## src/rtl/riscv_icache_pkg.sv

```systemverilog
// Shared geometry, state encoding and line-address layout for the
// instruction-cache refill controller.
package riscv_icache_pkg;

    localparam int DATA_WIDTH  = 128;
    localparam int CACHE_SIZE  = 4 * (2 ** 10);
    localparam int MEM_SIZE    = 4 * CACHE_SIZE;
    localparam int DATAPBLOCK  = 16;
    localparam int CACHE_DEPTH = CACHE_SIZE / DATAPBLOCK;
    localparam int ADDR        = $clog2(MEM_SIZE);
    localparam int BYTE_OFF    = $clog2(DATAPBLOCK);
    localparam int INDEX       = $clog2(CACHE_DEPTH);
    localparam int TAG         = ADDR - BYTE_OFF - INDEX;
    localparam int S_ADDR      = ADDR - BYTE_OFF;
    localparam int CNT_W       = 16;

    typedef enum logic [1:0] {
        IDLE  = 2'd0,
        MISS  = 2'd1,
        FILL  = 2'd2,
        FLUSH = 2'd3
    } icache_state_t;

    typedef struct packed {
        logic [TAG-1:0]   tag;
        logic [INDEX-1:0] index;
    } line_addr_t;

endpackage

```

## src/rtl/riscv_icache_refill_ctrl_flush_cnt.sv

```systemverilog
// Line index walker for the invalidate-all sequence; cleared when a walk
// starts and wrapped back to zero on its final line.
module riscv_icache_flush_cnt
    import riscv_icache_pkg::*;
(
    input  logic             clk,
    input  logic             rst_n,
    input  logic             start_i,
    input  logic             en_i,
    output logic [INDEX-1:0] idx_o,
    output logic             last_o
);

    logic [INDEX-1:0] cnt_q, cnt_d;

    assign last_o = (cnt_q == INDEX'(CACHE_DEPTH - 1));
    assign idx_o  = cnt_q;

    always_comb begin
        cnt_d = cnt_q;
        if (start_i) begin
            cnt_d = '0;
        end else if (en_i) begin
            cnt_d = last_o ? '0 : cnt_q + 1'b1;
        end
    end

    always_ff @(posedge clk or negedge rst_n) begin
        if (!rst_n) begin
            cnt_q <= '0;
        end else begin
            cnt_q <= cnt_d;
        end
    end

endmodule

```

## src/rtl/riscv_icache_refill_ctrl.sv

```systemverilog
// I-cache miss/refill controller: stalls fetch on a miss, reads the line from
// instruction RAM, writes line and tag into the arrays, and runs fence.i walks.
//
// state | meaning
// IDLE  | lookups served from the cache, watching for misses and flushes
// MISS  | line read outstanding, waiting for mem_ready
// FILL  | one settle cycle after the array write
// FLUSH | clearing one valid bit per cycle across all lines
module riscv_icache_refill_ctrl
    import riscv_icache_pkg::*;
(
    input  logic              clk,
    input  logic              rst_n,
    input  logic              cpu_req_i,
    input  logic [ADDR-1:0]   cpu_addr_i,
    input  logic              tag_hit_i,
    input  logic              flush_req_i,
    output logic              stall_o,
    output logic              mem_rden_o,
    output logic [S_ADDR-1:0] mem_addr_o,
    input  logic              mem_ready_i,
    output logic              data_wr_en_o,
    output logic              tag_wr_en_o,
    output logic [INDEX-1:0]  wr_index_o,
    output logic [TAG-1:0]    wr_tag_o,
    output logic              wr_valid_o,
    output logic              flush_done_o,
    output logic [CNT_W-1:0]  miss_count_o
);

    icache_state_t    state_q, state_d;
    line_addr_t       line_q;
    logic             mem_rden_q;
    logic             flush_pend_q, flush_pend_d;
    logic [CNT_W-1:0] miss_cnt_q, miss_cnt_d;
    logic             flush_any, miss_lookup, flush_start, flush_last;
    logic [INDEX-1:0] flush_idx;
    logic             unused_offset;

    assign flush_any     = flush_req_i | flush_pend_q;
    assign miss_lookup   = cpu_req_i & ~tag_hit_i;
    assign flush_start   = (state_d == FLUSH) && (state_q != FLUSH);
    assign unused_offset = ^cpu_addr_i[BYTE_OFF-1:0];

    riscv_icache_flush_cnt u_flush_cnt (
        .clk     (clk),
        .rst_n   (rst_n),
        .start_i (flush_start),
        .en_i    (state_q == FLUSH),
        .idx_o   (flush_idx),
        .last_o  (flush_last)
    );

    always_ff @(posedge clk or negedge rst_n) begin
        if (!rst_n) begin
            state_q <= IDLE;
        end else begin
            state_q <= state_d;
        end
    end

    // A flush always wins over a miss seen in the same IDLE cycle.
    always_comb begin
        state_d = state_q;
        unique case (state_q)
            IDLE: begin
                if (flush_any) begin
                    state_d = FLUSH;
                end else if (miss_lookup) begin
                    state_d = MISS;
                end
            end
            MISS: begin
                if (mem_ready_i) begin
                    state_d = FILL;
                end
            end
            FILL: begin
                state_d = flush_any ? FLUSH : IDLE;
            end
            FLUSH: begin
                if (flush_last) begin
                    state_d = IDLE;
                end
            end
            default: state_d = IDLE;
        endcase
    end

    always_comb begin
        stall_o      = (state_q != IDLE) | flush_any | miss_lookup;
        mem_rden_o   = mem_rden_q;
        mem_addr_o   = line_q;
        data_wr_en_o = 1'b0;
        tag_wr_en_o  = 1'b0;
        wr_index_o   = line_q.index;
        wr_tag_o     = line_q.tag;
        wr_valid_o   = 1'b0;
        flush_done_o = 1'b0;
        miss_count_o = miss_cnt_q;
        unique case (state_q)
            MISS: begin
                data_wr_en_o = mem_ready_i;
                tag_wr_en_o  = mem_ready_i;
                wr_valid_o   = 1'b1;
            end
            FLUSH: begin
                tag_wr_en_o  = 1'b1;
                wr_index_o   = flush_idx;
                wr_tag_o     = '0;
                flush_done_o = flush_last;
            end
            default: ;
        endcase
    end

    // Repeated flush pulses collapse into the single pending bit.
    always_comb begin
        flush_pend_d = flush_start ? 1'b0 : flush_any;
        miss_cnt_d   = miss_cnt_q;
        if ((state_q == IDLE) && (state_d == MISS) && (miss_cnt_q != '1)) begin
            miss_cnt_d = miss_cnt_q + 1'b1;
        end
    end

    always_ff @(posedge clk or negedge rst_n) begin
        if (!rst_n) begin
            line_q       <= '0;
            mem_rden_q   <= 1'b0;
            flush_pend_q <= 1'b0;
            miss_cnt_q   <= '0;
        end else begin
            if ((state_q == IDLE) && (state_d == MISS)) begin
                line_q <= line_addr_t'(cpu_addr_i[ADDR-1:BYTE_OFF]);
            end
            mem_rden_q   <= (state_d == MISS);
            flush_pend_q <= flush_pend_d;
            miss_cnt_q   <= miss_cnt_d;
        end
    end

endmodule
```

## config.mk

```make
export PLATFORM = sky130hd
export DESIGN_NAME = riscv_icache_refill_ctrl
export DESIGN_NICKNAME = d
export VERILOG_FILES = /design/src/rtl/riscv_icache_pkg.sv /design/src/rtl/riscv_icache_refill_ctrl_flush_cnt.sv /design/src/rtl/riscv_icache_refill_ctrl.sv
export SDC_FILE = /design/constraint.sdc
export NUM_CORES = 1
export LEC_CHECK = 0
export ABC_CLOCK_PERIOD_IN_PS = 2150
export CORE_MARGIN = 10
export CORE_UTILIZATION = 47
export CTS_CLUSTER_SIZE = 14
export DETAILED_ROUTE_END_ITERATION = 10
export PLACE_DENSITY = 0.8
export SLEW_MARGIN = 10
export SYNTH_ARGS = -nofsm -noshare
export SYNTH_HDL_FRONTEND = slang
export SYNTH_SLANG_ARGS = --single-unit
```

## constraint.sdc

```tcl
create_clock -name clk -period 2.15 [get_ports clk]
set_input_delay 0.43 -clock clk [delete_from_list [all_inputs] [get_ports clk]]
set_output_delay 0.43 -clock clk [all_outputs]
set_load 0.05 [all_outputs]
```

==> impl_metrics.json <==
{
  "outcome": "finished, final reports clean",
  "fmax_ghz": 0.488,
  "synth_area_per_cell_sq_um": 11.5,
  "path_buf_inv": 2,
  "synth_ff_type": "dfrtp_1",
  "multiInputGateArea_sq_um": 1040,
  "synth_common_cells": "dfrtp_1, mux2_2, nand2_1, xor2_1, nor2_1",
  "cp_cell_sequence": "nand2_1 > buf_4 > mux2_2 > buf_12",
  "internal_power_mw": 2.13,
  "synthCells": 178,
  "cpPeakStageDelay_ps": 470,
  "hold_violations": 0,
  "io_buffers": 57,
  "syn_nets": 200,
  "synth-seq-cells": 38,
  "slew_headroom_pct": 61.1,
  "antenna_found_initial": 0,
  "grt_pass1_vias": 1720,
  "synth_top_area_cell": "dfrtp_1",
  "switching_share_pct": 45.1,
  "period_share_pct": 95.2,
  "drv_cap": 0,
  "grt_max_degree": 27,
  "clk_pin_slew_worst_paths_ps": 70,
  "tightest_slew_ps": 583,
  "num_rows": 23,
  "ys_warn_count": 0,
  "dpl_cell_area_sq_um": 2830,
  "num_io_pins": 62,
  "final_cell_count_no_fill": 294,
  "hold_ws_ps": 134,
  "combPwrFrac_pct": 59.3,
  "switchingPower_mw": 1.75,
  "grt.total_usage_pct": 14.7,
  "slew_viol_final": 0,
  "post-synth-top-count-cell": "dfrtp_1",
  "tns_ps": 0,
  "drc": 0,
  "ir_drop_v": 0.00122,
  "synth_top_area_share_pct": 46.5,
  "clock_sinks": 38,
  "syn_to_final_growth_pct": 42.7,
  "design_area_sq_um": 2920,
  "postCtsHoldBufs": 0,
  "place_inst": 286,
  "num_vias": 1616,
  "cts.path.max_buffers": 2,
  "rsz0062_at_grt": "no",
  "cp_data_required_time_ps": 1720,
  "dr.pass1.iters": 4,
  "numCtsBuffers": 5,
  "finalSetupViolCount": 0,
  "ys_types": 43,
  "final_nets": 265,
  "grt_pass1_wl_microns": 8820,
  "p_leak_nw": 1.31,
  "crit_slowest_cell": "dfrtp_2",
  "first_iter_violations": 133,
  "seq_area_frac_synth_pct": 46.5,
  "clockRootBuffer": "clkbuf_8",
  "worstPathMaxFanout": 12,
  "skew_ps": 4.84,
  "seq_area_sq_um": 952,
  "p_seq_share_pct": 27.6,
  "synth_edf_count": 0,
  "design.core.area_sq_um": 4120,
  "critPathTopFamily": "flip-flops",
  "cp-start-kind": "register",
  "die_w_microns": 86.0,
  "synth_area_leaders": "dfrtp_1, mux2_2, xor2_1",
  "clockPowerShare_pct": 13.1,
  "arrival_ps": 1620,
  "htreeDepth": 2,
  "place_hpwl_microns": 3970,
  "insertion_delay_ps": 290,
  "criticalPathCategory": "register to output port",
  "nFillCells": 306,
  "grt_overflow": 0,
  "die_h_microns": 86.0,
  "drt_wl_total_microns": 5090,
  "diodes": 0,
  "die_area_sq_um": 7400,
  "layout_min_cycle_time_ps": 2050,
  "place.gp.congestion": 0.771,
  "power_density_nw_per_um2": 1330,
  "final_layout_size_suffix_gt1_share_pct": 29.1,
  "cts_setup_buffers": 0,
  "cp-end-kind": "output port",
  "avgRoutedWirePerCell_microns": 17.3,
  "drt-vias-per-instance": 5.50,
  "cts_tree": "yes",
  "hold_path.class": "input pin to asynchronous set/reset pin",
  "synthArstFlopShare_pct": 100,
  "synthesis.area_sq_um": 2050,
  "final_antenna_net_count": 0,
  "start_util_pct": 49.7
}
-- layer usage --
metal  vias up  wire length (microns)  track usage [%]
met3         4                    499             6.05
met1       786                   2140             17.6
li1        769                      -                -
met4         0                     76             6.74
met2        57                   2380             22.2
met5         -                      0                0
-- logic make-up after synthesis --
logic type	Yosys count	share of synthesized area (%)
flip-flops	38	46.5
adder cells (fa/ha/maj)	2	1.22
buffers and inverters	11	3.18
AND/OR/NAND/NOR	61	19.7
XOR/XNOR	16	6.85
multiplexers	20	11.1
AO/OA/AOI/OAI	30	11.5
-- final timing paths --
| kind | start | to | slack [ps] | depth (start not counted) |
|---|---|---|---|---|
| max | state_q[0] | wr_index_o[2] | 100 | 4 |
| min in group clk | miss_count_o[15] | miss_count_o[15] | 490 | 1 |
| max in group asynchronous | rst_n | miss_count_o[9] | 1480 | 2 |
| min | rst_n | u_flush_cnt.idx_o[3] | 130 | 1 |
| min reg2reg | miss_count_o[15] | miss_count_o[15] | 490 | 1 |
| max reg2reg | state_q[0] | miss_count_o[15] | 420 | 4 |
-- layout by cell type (no fill, tap or decap), types with 3 or more instances in the layout --
| cell type | count |
|---|---|
| a211oi_2 | 3 |
| a21o_1 | 3 |
| a21oi_1 | 4 |
| a22o_1 | 3 |
| and2_1 | 4 |
| buf_12 | 14 |
| buf_4 | 9 |
| clkbuf_8 | 6 |
| clkdlybuf4s50_1 | 41 |
| dfrtp_1 | 37 |
| inv_1 | 4 |
| mux2_2 | 18 |
| nand2_1 | 16 |
| nand3_1 | 5 |
| nand4_1 | 3 |
| nor2_1 | 8 |
| nor2b_1 | 3 |
| nor3_1 | 3 |
| o21ai_0 | 6 |
| xnor2_1 | 3 |
| xor2_1 | 13 |
-- worst register-to-register path: cells and delay by family (launching register included) --
family                    cells  cell delay, ps
and+or+nand+nor               3            1020
DFF                           1             470
xor gates and xnor gates      1             170
-- stage by stage --
stage	util [%]	total power, mW	setup slack (ps)
final	71.0	3.88	103
after global routing	71.0	4.07	34.2
after CTS	70.9	3.91	60.6
after detailed placement	68.7	3.39	-23.9
after global placement	68.7	3.35	54.1
after floorplan	-	2.37	206
-- state kept, by name, indices dropped and copies added (netlist names) --
register,count
miss_count_o,16
mem_addr_o,10
u_flush_cnt.idx_o,8
state_q,2
flush_pend_q,1
mem_rden_o,1
-- power by group through the flow --
stage | Clock [mW] | Combinational [mW] | Sequential, mW
2_1_floorplan | 0 | 0.963 | 1.40
3_3_place_gp | 0 | 2.29 | 1.06
3_5_place_dp | 0 | 2.31 | 1.08
4_1_cts | 0.520 | 2.33 | 1.07
5_1_grt | 0.546 | 2.42 | 1.10
6_report | 0.508 | 2.30 | 1.07
-- area by class of cell --
cell class / instances / share of cell area [%]
sequential: 38 / 32.6
clock inverter: 1 / 0.171
clock buffer: 7 / 2.96
tap: 50 / 2.14
timing repair buffer: 65 / 26.1
inverter: 4 / 0.514
multi-input combinational: 129 / 35.5
-- what timing repair did --
action / 4_1_cts / 5_1_grt
resized for setup: 0 / 2
endpoints found under the hold margin: 0 / 0
setup endpoints to repair: 0 / 3
No activity file was read; power rests on OpenSTA's default activity.
